### config.mk
export PLATFORM = sky130hd
export DESIGN_NAME = lsu_mem_stage
export DESIGN_NICKNAME = d
export VERILOG_FILES = /design/src/rtl/lsu_mem_stage.sv
export SDC_FILE = /design/constraint.sdc
export NUM_CORES = 1
export LEC_CHECK = 0
export BUFFER_PORTS_ARGS = -buffer_cell sky130_fd_sc_hd__buf_4
export CAP_MARGIN = 5
export CORE_MARGIN = 10
export CORE_UTILIZATION = 40
export CTS_CLUSTER_SIZE = 14
export DETAILED_ROUTE_END_ITERATION = 16
export PLACE_DENSITY_LB_ADDON = 0.08
export SYNTH_ARGS = -nofsm -noshare
export SYNTH_HDL_FRONTEND = slang
export SYNTH_SLANG_ARGS = --single-unit
### constraint.sdc
create_clock -name clk -period 3.5 [get_ports clk]
set_input_delay 0.7 -clock clk [delete_from_list [all_inputs] [get_ports clk]]
set_output_delay 0.7 -clock clk [all_outputs]
set_load 0.1 [all_outputs]
### src/rtl/lsu_mem_stage.sv
// -----------------------------------------------------------------------------
// lsu_mem_stage
//   Load/store unit for the pipeline memory stage. Converts execute-stage
//   load/store requests into word-indexed data-memory accesses. Byte and
//   halfword stores become a two-cycle read-modify-write, because the data
//   memory only writes whole words. Load results are extracted from the
//   addressed lane and then sign- or zero-extended. Misaligned, out-of-range
//   and illegal requests are rejected with a one-cycle fault pulse.
//
// Ports
//   clk         pipeline clock, rising edge
//   reset       asynchronous active-low reset
//   req_valid   request present in the memory stage
//   req_load    request is a load
//   req_store   request is a store
//   funct3      RV32I width code (0=B, 1=H, 2=W, 4=BU, 5=HU)
//   addr        byte address from the ALU
//   store_data  rs2 value (low byte/halfword used for SB/SH)
//   mem_rdata   combinational read data from the data memory
//   mem_addr    word index to the data memory
//   mem_wdata   write word (0 when mem_wr_en is low)
//   mem_wr_en   memory write enable
//   mem_rd_en   memory read enable
//   stall       hold upstream stages; the request must be held unchanged
//   resp_valid  registered one-cycle pulse; load_data is valid
//   load_data   registered, extended load result
//   fault       registered one-cycle pulse; the request was rejected
// -----------------------------------------------------------------------------
module lsu_mem_stage #(
  parameter int MEM_WORDS = 32
) (
  input  logic        clk,
  input  logic        reset,
  input  logic        req_valid,
  input  logic        req_load,
  input  logic        req_store,
  input  logic [2:0]  funct3,
  input  logic [31:0] addr,
  input  logic [31:0] store_data,
  input  logic [31:0] mem_rdata,
  output logic [31:0] mem_addr,
  output logic [31:0] mem_wdata,
  output logic        mem_wr_en,
  output logic        mem_rd_en,
  output logic        stall,
  output logic        resp_valid,
  output logic [31:0] load_data,
  output logic        fault
);

  // Word-index width; for the default 32 words the index is addr[6:2].
  localparam int IDX_W = $clog2(MEM_WORDS);

  localparam logic [0:0] ST_IDLE  = 1'b0;
  localparam logic [0:0] ST_MERGE = 1'b1;

  logic [0:0]       state_q;
  logic [31:0]      merge_word_q;
  logic [IDX_W-1:0] merge_idx_q;

  logic [IDX_W-1:0] word_idx;
  logic             is_byte;
  logic             is_half;
  logic             is_word;
  logic             bad_width;
  logic             out_of_range;
  logic             misaligned;
  logic             req_bad;
  logic             idle_req;
  logic             accept;
  logic             do_load;
  logic             do_sub_store;
  logic             in_merge;
  logic [7:0]       lane_byte;
  logic [15:0]      lane_half;
  logic [31:0]      load_ext;
  logic [31:0]      merged_word;

  assign word_idx = addr[IDX_W+1:2];

  // Width decode ignores funct3[2] (the unsigned bit); illegal codes are
  // caught separately by bad_width.
  assign is_byte = (funct3[1:0] == 2'd0);
  assign is_half = (funct3[1:0] == 2'd1);
  assign is_word = (funct3[1:0] == 2'd2);

  always_comb begin
    // NOTE: every signal assigned in always_comb gets a default first so no
    // path leaves it unassigned, which would otherwise infer a latch.
    bad_width = 1'b0;
    if (req_load)
      bad_width = (funct3 == 3'd3) || (funct3 == 3'd6) || (funct3 == 3'd7);
    else if (req_store)
      bad_width = (funct3 >= 3'd3);
  end

  assign out_of_range = |addr[31:IDX_W+2];
  assign misaligned   = (is_half && addr[0]) || (is_word && (addr[1:0] != 2'd0));
  assign req_bad      = (req_load && req_store) || out_of_range || bad_width || misaligned;

  // Reset gating keeps the memory enables and stall low while reset is held,
  // including the abandoned write of a MERGE cycle.
  assign idle_req     = reset && (state_q == ST_IDLE) && req_valid && (req_load || req_store);
  assign accept       = idle_req && !req_bad;
  assign do_load      = accept && req_load;
  assign do_sub_store = accept && req_store && !is_word;
  assign in_merge     = reset && (state_q == ST_MERGE);

  // Load lane extraction and extension.
  always_comb begin
    lane_byte = 8'h00;
    case (addr[1:0])
      2'd0: lane_byte = mem_rdata[7:0];
      2'd1: lane_byte = mem_rdata[15:8];
      2'd2: lane_byte = mem_rdata[23:16];
      2'd3: lane_byte = mem_rdata[31:24];
      default: lane_byte = 8'h00;
    endcase
    lane_half = addr[1] ? mem_rdata[31:16] : mem_rdata[15:0];

    load_ext = mem_rdata;
    if (is_byte)
      load_ext = funct3[2] ? {24'h0, lane_byte} : {{24{lane_byte[7]}}, lane_byte};
    else if (is_half)
      load_ext = funct3[2] ? {16'h0, lane_half} : {{16{lane_half[15]}}, lane_half};
  end

  // Read-modify-write merge: replace the addressed lane of the current word.
  always_comb begin
    merged_word = mem_rdata;
    if (is_byte) begin
      case (addr[1:0])
        2'd0: merged_word[7:0]   = store_data[7:0];
        2'd1: merged_word[15:8]  = store_data[7:0];
        2'd2: merged_word[23:16] = store_data[7:0];
        2'd3: merged_word[31:24] = store_data[7:0];
        default: merged_word = mem_rdata;
      endcase
    end else if (addr[1]) begin
      merged_word[31:16] = store_data[15:0];
    end else begin
      merged_word[15:0]  = store_data[15:0];
    end
  end

  // Memory-side outputs.
  always_comb begin
    mem_addr  = {{(32-IDX_W){1'b0}}, word_idx};
    mem_wdata = 32'h0;
    mem_wr_en = 1'b0;
    mem_rd_en = 1'b0;
    stall     = 1'b0;
    if (in_merge) begin
      mem_addr  = {{(32-IDX_W){1'b0}}, merge_idx_q};
      mem_wdata = merge_word_q;
      mem_wr_en = 1'b1;
    end else if (do_load) begin
      mem_rd_en = 1'b1;
    end else if (accept && req_store && is_word) begin
      mem_wdata = store_data;
      mem_wr_en = 1'b1;
    end else if (do_sub_store) begin
      mem_rd_en = 1'b1;
      stall     = 1'b1;
    end
  end

  // NOTE: sequential state uses non-blocking assignments so every register
  // samples pre-edge values regardless of statement order.
  // NOTE: the merge word/index registers are reset too, so the MERGE path
  // never drives an undefined word after reset.
  always_ff @(posedge clk or negedge reset) begin
    if (!reset) begin
      state_q      <= ST_IDLE;
      merge_word_q <= 32'h0;
      merge_idx_q  <= '0;
      resp_valid   <= 1'b0;
      load_data    <= 32'h0;
      fault        <= 1'b0;
    end else begin
      resp_valid <= do_load;
      fault      <= idle_req && req_bad;
      if (do_load)
        load_data <= load_ext;
      if (state_q == ST_MERGE) begin
        state_q <= ST_IDLE;
      end else if (do_sub_store) begin
        merge_word_q <= merged_word;
        merge_idx_q  <= word_idx;
        state_q      <= ST_MERGE;
      end
    end
  end

endmodule

-- After elaboration in Yosys (flattened, before gate mapping)
Index checks and enable logic that the tools add are counted.
- register bits: 72
- bits of input ports: 104
- magnitude comparators: 1
- eq/ne operators: 8
- mux-type cells: 29
- bitwise operators: 1
- reductions and logical operators: 27
- operators by type and width (cell ; number):
    two-way mux 32 bit ; 8
    two-way mux 16 bit ; 3
    two-way mux 8 bit ; 4
    case mux 8 bit (4 select lines) ; 1
    OR reduction 25 bit ; 1
    logical AND 1 bit ; 13
    two-way mux 1 bit ; 12
    logical OR 1 bit ; 7
    equality test 2 bit, second input constant ; 3
    equality test 3 bit, second input constant ; 2
    two-way mux 5 bit ; 1
    equality test 2 x 1 -> 1 bit, second input constant ; 2
    zero test 2 bit ; 2
    equality test 3 x 2 -> 1 bit, second input constant ; 1
    >= comparator 3 x 2 -> 1 bit, second input constant ; 1
    zero test 1 bit ; 2
    AND reduction 2 bit ; 1
    nonzero test 2 bit ; 1
    inverter 1 bit ; 1

-- Logic depth before layout (Yosys ltp)
Gate-level depths: netlist of run 1.
- depth after elaboration: 14
- gate-level depth with buffers: 7
- mapped depth without buffers: 4

-- Least setup slack after synthesis of run 1
OpenSTA, ideal clock, no wires.
- path kind: input port to output port
- start: input req_load
- end: output stall
- arrival: 4.259 ns
- setup slack: -1.459 ns
- cell stages on the path: 4
- cell sequence: buf_6 > a211oi_4 > o2111ai_4 > nor4_1
- cells in the longest elaborated chain, start to end: 12
- RTL lines (element ; line ; text):
    start, declared ; 35 ; input logic req_load,
    logical AND 1 bit ; 99 ; assign req_bad = (req_load && req_store) || out_of_range || bad_width || misaligned;
    logical OR 1 bit (3 in a row) ; 99 ;
    zero test 1 bit ; 104 ; assign accept = idle_req && !req_bad;
    logical AND 1 bit ; 104 ;
    logical AND 1 bit ; 106, 159 ;
    logical AND 1 bit ; 106 ; assign do_sub_store = accept && req_store && !is_word;
    two-way mux 1 bit ; 162 ; end else if (do_sub_store) begin
    two-way mux 1 bit ; 159 ; end else if (accept && req_store && is_word) begin
    two-way mux 1 bit (*) ; 157 ; end else if (do_load) begin
    two-way mux 1 bit (*) ; 153 ; if (in_merge) begin
    end, declared ; 45 ; output logic stall,
Mark *: on every way between the ends. The rest lies on a longest branch, timed or not.

-- Final worst setup path of run 1
- start: input addr[28]
- end: output mem_wdata[12]
- cells in the longest elaborated chain, start to end: 11
- RTL lines (element ; line ; text):
    start, declared ; 38 ; input logic [31:0] addr,
    OR reduction 25 bit (*) ; 97 ; assign out_of_range = |addr[31:IDX_W+2];
    logical OR 1 bit (*) (3 in a row) ; 99 ;
    zero test 1 bit (*) ; 104 ;
    logical AND 1 bit (*) ; 104 ;
    logical AND 1 bit (2 in a row) ; 159 ;
    two-way mux 32 bit ; 159 ;
    two-way mux 32 bit (*) ; 157 ;
    two-way mux 32 bit (*) ; 153 ;
    end, declared ; 42 ; output logic [31:0] mem_wdata,
Marks and branches as above.

==> out/results.tsv, run 1 <==
stage	metric	value	unit
logic_synthesis	yosysWarnings	0	
cells_and_area	ff_latch_area	1800	um^2
clocking	clkLatencyLatePin	0.34	ns
setup_path	worstSetupEndpointType	output pin	
cells_and_area	fin_nets	700	
cells_and_area	fin_util	0.561	
cells_and_area	fin_cells	769	
cells_and_area	fill_cells	1076	
clocking	cts_root_buffer	clkbuf_16	
logic_synthesis	ys_types	51	
sta	whs	0.156	ns
sta	worstMarginPinSlew	0.937	ns
logic_synthesis	synth_top_family_by_area	multiplexers	
grt	antenna_found_initial	0	
logic_synthesis	async_flop_share	1.00	
logic_synthesis	synth_compound_area_frac	0.211	
grt	grt_pass1_vias	4539	
pwr	switching_share	0.314	
sta	setup_viol	0	
logic_synthesis	synth_xor_area_frac	0.00176	
clocking	cts_made_buffers	9	
logic_synthesis	ys_seq_elements	72	
placed_design	port_buffers	177	
setup_path	crit_path_cell_trace	buf_4 > nor4_2 > nand4_2 > nor4b_4 > buf_12 > a32o_2 > buf_4	
clocking	post_cts_resized	0	
floorplan	die_y	131	um
floorplan	num_rows	40	
detailed_routing	ant_nets	0	
setup_path	crit_required	2.80	ns
placed_design	place_inst	753	
detailed_routing	routed_via_density	5.54	
clocking	cts_tree	built	
pwr	p_sw	0.725	mW
placed_design	place_congestion	0.815	
clocking	post_cts_buffers	0	
floorplan	fp.dieArea	17300	um^2
pwr	max-vdd-ir-drop	0.203	mV
clocking	clockBufferDepth	2	
logic_synthesis	synth_mux_area_frac	0.256	
placed_design	dp_hpwl	12.7	mm
sta	final_hold_viol_count	0	
clocking	cts_num_sinks	72	
sta	finalCritPeriodShare	0.919	
cells_and_area	area_growth	36.4	%
grt	grt_start_max_net_pins	71	
detailed_routing	via_count	4259	
pwr	p_int	1.59	mW
logic_synthesis	synthFlopType	dfrtp_1	
pwr	leakage	3.35	nW
setup_path	start_kind	input pin	
floorplan	start_util	0.412	
grt	grt_pass1_wl	26.4	mm
clocking	htreeDepth	3	
logic_synthesis	yosys.area_share.simple	0.0834	
detailed_routing	dr.pass1.iters	4	
pwr	power_frac_comb	0.223	
logic_synthesis	syn_avg_cell_area	11.5	um^2
setup_path	cp_max_fo	32	
cells_and_area	antenna_cells	0	
run_status	status	finished, final reports clean	
grt	track_usage	0.188	
cells_and_area	multiInputGateArea	2950	um^2
logic_synthesis	synthAdderAreaFrac	0	
cells_and_area	drive_gt1_frac	0.577	
detailed_routing	drc	0	
logic_synthesis	netlist_instances	431	
setup_path	critPathMaxStageDelay	0.44	ns
pwr	power_density	341	nW/um^2
placed_design	place_ws	0.297	ns
floorplan	core_area	12100	um^2
logic_synthesis	synth_edf_count	0	
pwr	p_seq_frac	0.360	
clocking	ctsHoldBuffers	0	
grt	grt.overflow.total	0	
logic_synthesis	syn_area	4960	um^2
setup_path	worstRegToRegCells	5	
sta	maxClockFrequency	311	MHz
setup_path	slowest_stage	nor4b_4	
detailed_routing	wl_per_cell	22.1	um
sta	rsz0062_at_grt	no	
floorplan	io_pins	205	
sta	fin_ws	0.284	ns
sta	fin_crit	3.22	ns
min_path	hold_class	in -> async	
setup_path	path_common_cell	buf_4	
setup_path	worstPathArrival	2.52	ns
pwr	pwr-share-clk	0.417	
logic_synthesis	seq_area_frac_synth	0.363	
sta	drv_slew	0	
detailed_routing	finalWirelength	17.0	mm
flow_run	cap_violations	0	
detailed_routing	drt_iter0_markers	247	
floorplan	dieWidth	131	um
sta	maxSlewHeadroom	0.375	
sta	setup_tns	0	ns
clocking	clk_pin_slew	0.06	ns
setup_path	setup.worst_path.class	in -> out	
sta	fin_skew	0.00976	ns
worst max-delay path, delay by kind of cell:
family                 cells  cell delay [ns]
AO/OA/AOI/OAI              1             0.22
AND/OR/NAND/NOR            3             0.92
buffers and inverters      3             0.64
power groups by stage:
stage | sequential, mW | clock (mW) | combinational, mW
3_5_place_dp | 0.848 | 0 | 0.514
3_3_place_gp | 0.848 | 0 | 0.508
6_report | 0.833 | 0.963 | 0.515
5_1_grt | 0.832 | 1.02 | 0.546
2_1_floorplan | 0.853 | 0 | 0.341
4_1_cts | 0.833 | 0.975 | 0.515
placed cells by master, fill, tap and decap left out, types with 8 or more instances in the layout:
| cell | n |
|---|---|
| nand2_1 | 11 |
| a32o_1 | 12 |
| dfrtp_1 | 72 |
| conb_1 | 27 |
| nor2_1 | 14 |
| o21ba_2 | 8 |
| a32o_2 | 20 |
| buf_4 | 190 |
| clkbuf_16 | 9 |
| mux2_4 | 30 |
| a22o_1 | 23 |
| mux2_2 | 55 |
| mux2i_1 | 11 |
| o21ai_0 | 8 |
| a31oi_1 | 16 |
synth_stat cells, drive strengths merged, types with 4 or more instances:
library cell | count | share of area
a2bb2oi | 5 | 0.0088
inv | 7 | 0.0053
nand2 | 11 | 0.0083
a32o | 32 | 0.065
mux4 | 4 | 0.018
o21ba | 8 | 0.016
buf | 43 | 0.062
dfrtp | 72 | 0.36
a22o | 23 | 0.041
o21ai | 9 | 0.0091
a31oi | 16 | 0.020
nor2 | 14 | 0.011
mux2 | 85 | 0.22
clkbuf | 21 | 0.016
a221o | 7 | 0.014
mux2i | 11 | 0.022
o221ai | 5 | 0.0088
or2 | 6 | 0.0076
nor4 | 9 | 0.020
stage by stage:
stage | power (mW) | instance area (um^2)
after detailed placement | 1.36 | 6460
after floorplan | 1.19 | 5170
after CTS | 2.32 | 6770
final | 2.31 | 6770
after global placement | 1.36 | 6460
after global routing | 2.39 | 6770
sequential cells by signal, indices dropped and copies added, names as in the netlist:
| signal | count |
|---|---|
| fault | 1 |
| load_data | 32 |
| merge_idx_q | 5 |
| merge_word_q | 32 |
| resp_valid | 1 |
| state_q | 1 |
per-layer routing:
metal	vias up	wire (um)	global-route usage
met5	-	0	0
met4	0	161	0.0420
met3	12	1260	0.0606
met2	174	8180	0.301
met1	2120	7370	0.240
li1	1953	-	-
kinds of logic after synthesis:
| family | count (synthesis) |
|---|---|
| other cells | 1 |
| simple gates | 63 |
| xor+xnor | 1 |
| mux | 100 |
| compound gates | 121 |
| buf+inv | 73 |
| flops | 72 |
path summary, 6_finish.rpt:
kind | start | endpoint | slack, ns
max in group asynchronous | reset | load_data[8] | 2.25
setup reg to reg | state_q | merge_word_q[0] | 1.60
hold / removal | reset | fault | 0.16
hold reg to reg | merge_idx_q[1] | merge_idx_q[1] | 0.51
min in group clk | merge_idx_q[1] | merge_idx_q[1] | 0.51
setup / recovery | addr[28] | mem_wdata[12] | 0.28
final cells by class:
| cell class | instances | area share |
|---|---|---|
| Clock buffer | 10 | 0.0353 |
| Sequential cell | 72 | 0.266 |
| Multi-Input combinational cell | 312 | 0.436 |
| Tap cell | 168 | 0.0310 |
| Inverter | 9 | 0.00499 |
| Timing Repair Buffer | 192 | 0.217 |
| Clock inverter | 6 | 0.00998 |
Note: power is estimated with default switching activity, not from simulation.
==> run 2: changes to the inputs <==
Clock period 3.5 ns to 3.57 ns, I/O delays scaled along.
==> run 2 against run 1 <==
  * Clock skew fell by 0.0035 ns
  * Sequential share of layout area rose by 0.25 points
  * Hold slack improved by 0.043 ns
  * Wire length about the same
  * Count of clock-buffer cells in the layout grew 1
  * Largest power group unchanged
==> out/results.tsv, run 2 (same netlist as run 1, synthesis figures left out) <==
stage	metric	value	unit	change
sta	maxClockFrequency	304	MHz	
floorplan	dieWidth	131	um	unchanged
placed_design	port_buffers	177		unchanged
setup_path	startpoint	addr[13]		was addr[28]
pwr	power_density	339	nW/um^2	was 341 nW/um^2
detailed_routing	routed_via_density	5.60		was 5.54
clocking	clockBufferDepth	2		unchanged
cells_and_area	final_area	6710	um^2	was 6770 um^2
pwr	leakage	3.28	nW	was 3.35 nW
clocking	post_cts_buffers	0		unchanged
flow_run	cap_violations	0		unchanged
detailed_routing	drt_iter0_markers	231		was 247
run_status	status	finished, final reports clean		unchanged
floorplan	fp.dieArea	17300	um^2	unchanged
clocking	cts_root_buffer	clkbuf_16		unchanged
floorplan	num_rows	40		unchanged
sta	finalCritPeriodShare	0.922		
cells_and_area	reg_top3	load_data (32), merge_word_q (32), merge_idx_q (5)		unchanged
pwr	finalPower	2.27	mW	was 2.31 mW
cells_and_area	area_growth	35.1	%	was 36.4%
grt	grt.overflow.total	0		unchanged
sta	fin_skew	0.00623	ns	was 0.00976 ns
clocking	ctsHoldBuffers	0		unchanged
detailed_routing	drc	0		unchanged
min_path	hold_class	in -> async		unchanged
floorplan	core_area	12100	um^2	unchanged
detailed_routing	ant_nets	0		unchanged
sta	fin_crit	3.29	ns	
floorplan	die_y	131	um	unchanged
setup_path	crit_required	2.86	ns	was 2.80 ns
clocking	clk_pin_slew	0.06	ns	about the same
sta	maxSlewHeadroom	0.400		was 0.375
clocking	cts_made_buffers	9		unchanged
cells_and_area	fin_nets	699		was 700
placed_design	place_ws	0.273	ns	was 0.297 ns
detailed_routing	dr.pass1.iters	5		was 4
setup_path	slowest_stage	nor4b_4		unchanged
cells_and_area	final_common_cell	buf_4		unchanged
detailed_routing	finalWirelength	17.0	mm	about the same
floorplan	start_util	0.412		unchanged
grt	grt_pass1_vias	4541		was 4539
clocking	cts_num_sinks	72		unchanged
placed_design	placed_cell_area	6390	um^2	was 6460 um^2
clocking	cts_tree	built		unchanged
setup_path	cp_max_fo	35		was 32
grt	antenna_found_initial	0		unchanged
grt	grt_start_max_net_pins	67		was 71
placed_design	place_congestion	0.803		was 0.815
sta	worstMarginPinSlew	0.899	ns	was 0.937 ns
setup_path	critPathMaxStageDelay	0.39	ns	was 0.44 ns
clocking	clkLatencyLatePin	0.34	ns	about the same
clocking	post_cts_resized	0		unchanged
clocking	htreeDepth	3		unchanged
setup_path	worstPathArrival	2.58	ns	was 2.52 ns
setup_path	path_common_cell	buf_4		unchanged
setup_path	worstSetupEndpointType	output pin		unchanged
detailed_routing	wl_per_cell	22.1	um	about the same
setup_path	r2r-start	state_q		unchanged
sta	setup_viol	0		unchanged
sta	drv_slew	0		unchanged
setup_path	setup.worst_path.class	in -> out		unchanged
sta	final_hold_viol_count	0		unchanged
sta	fin_ws	0.280	ns	was 0.284 ns
cells_and_area	final_cell_mix	buf_4 (189), dfrtp_1 (72), mux2_2 (55), mux2_4 (30), conb_1 (27)		was buf_4 (190), dfrtp_1 (72), mux2_2 (55), mux2_4 (30), conb_1 (27)
sta	whs	0.199	ns	was 0.156 ns
detailed_routing	via_count	4300		was 4259
pwr	max-vdd-ir-drop	0.231	mV	was 0.203 mV
grt	track_usage	0.187		was 0.188
floorplan	io_pins	205		unchanged
setup_path	start_kind	input pin		unchanged
sta	rsz0062_at_grt	no		unchanged
grt	grt_pass1_wl	26.3	mm	was 26.4 mm
cells_and_area	antenna_cells	0		unchanged
cells_and_area	drive_gt1_frac	0.553		was 0.577
setup_path	crit_path_cell_trace	buf_4 > nor3_1 > o2111ai_4 > nor4b_4 > buf_12 > a32o_1 > buf_4		was buf_4 > nor4_2 > nand4_2 > nor4b_4 > buf_12 > a32o_2 > buf_4
placed_design	dp_hpwl	12.8	mm	was 12.7 mm
[run 2: cell count changes in the layout (fill, tap and decap cells not counted), sizes merged]
cell / change
clkinv: -2
clkbuf: +1
inv: +1
buf: -1
[run 2: area by class of cell]
cell class              instances  area [um^2]
clock buffers                  11          253
fillers                      1090         5350
multi-input cells             312         2890
flip-flops and latches         72         1800
clock inverters                 5         62.6
inverters                       9         33.8
repair buffers                191         1460
well taps                     168          210
[run 2: path summary, 6_finish.rpt]
path | to | slack [ns] | cells after the start
max | mem_wdata[5] | 0.28 | 7
max reg2reg | merge_idx_q[3] | 1.67 | 5
max in group asynchronous | load_data[1] | 2.26 | 2
min in group clk | load_data[21] | 0.51 | 1
min reg2reg | load_data[21] | 0.51 | 1
min | merge_word_q[25] | 0.20 | 1
[run 2: critical path, delay by kind of cell]
kind,cells,cell delay [ns]
AO/OA/AOI/OAI,2,0.50
buffers and inverters,3,0.65
AND/OR/NAND/NOR,2,0.71
[run 2: per-layer routing]
metal,GRT usage,part of all wire
met5,0,0
met4,0.0396,0.011
met3,0.0560,0.074
met2,0.307,0.48
met1,0.237,0.43
[run 2: power by group]
group          internal, mW  total (mW)  switching, mW
registers             0.816       0.817       0.000124
logic                 0.174       0.501          0.327
clock network         0.584       0.957          0.373
[run 2: per-stage QoR]
step | util | TNS [ns] | std cells
global route | 0.556 | 0 | 768
detailed placement | 0.530 | 0 | 752
floorplan | - | -0.183 | 457
global placement | 0.530 | 0 | 752
CTS | 0.556 | 0 | 768
finish | 0.556 | 0 | 768
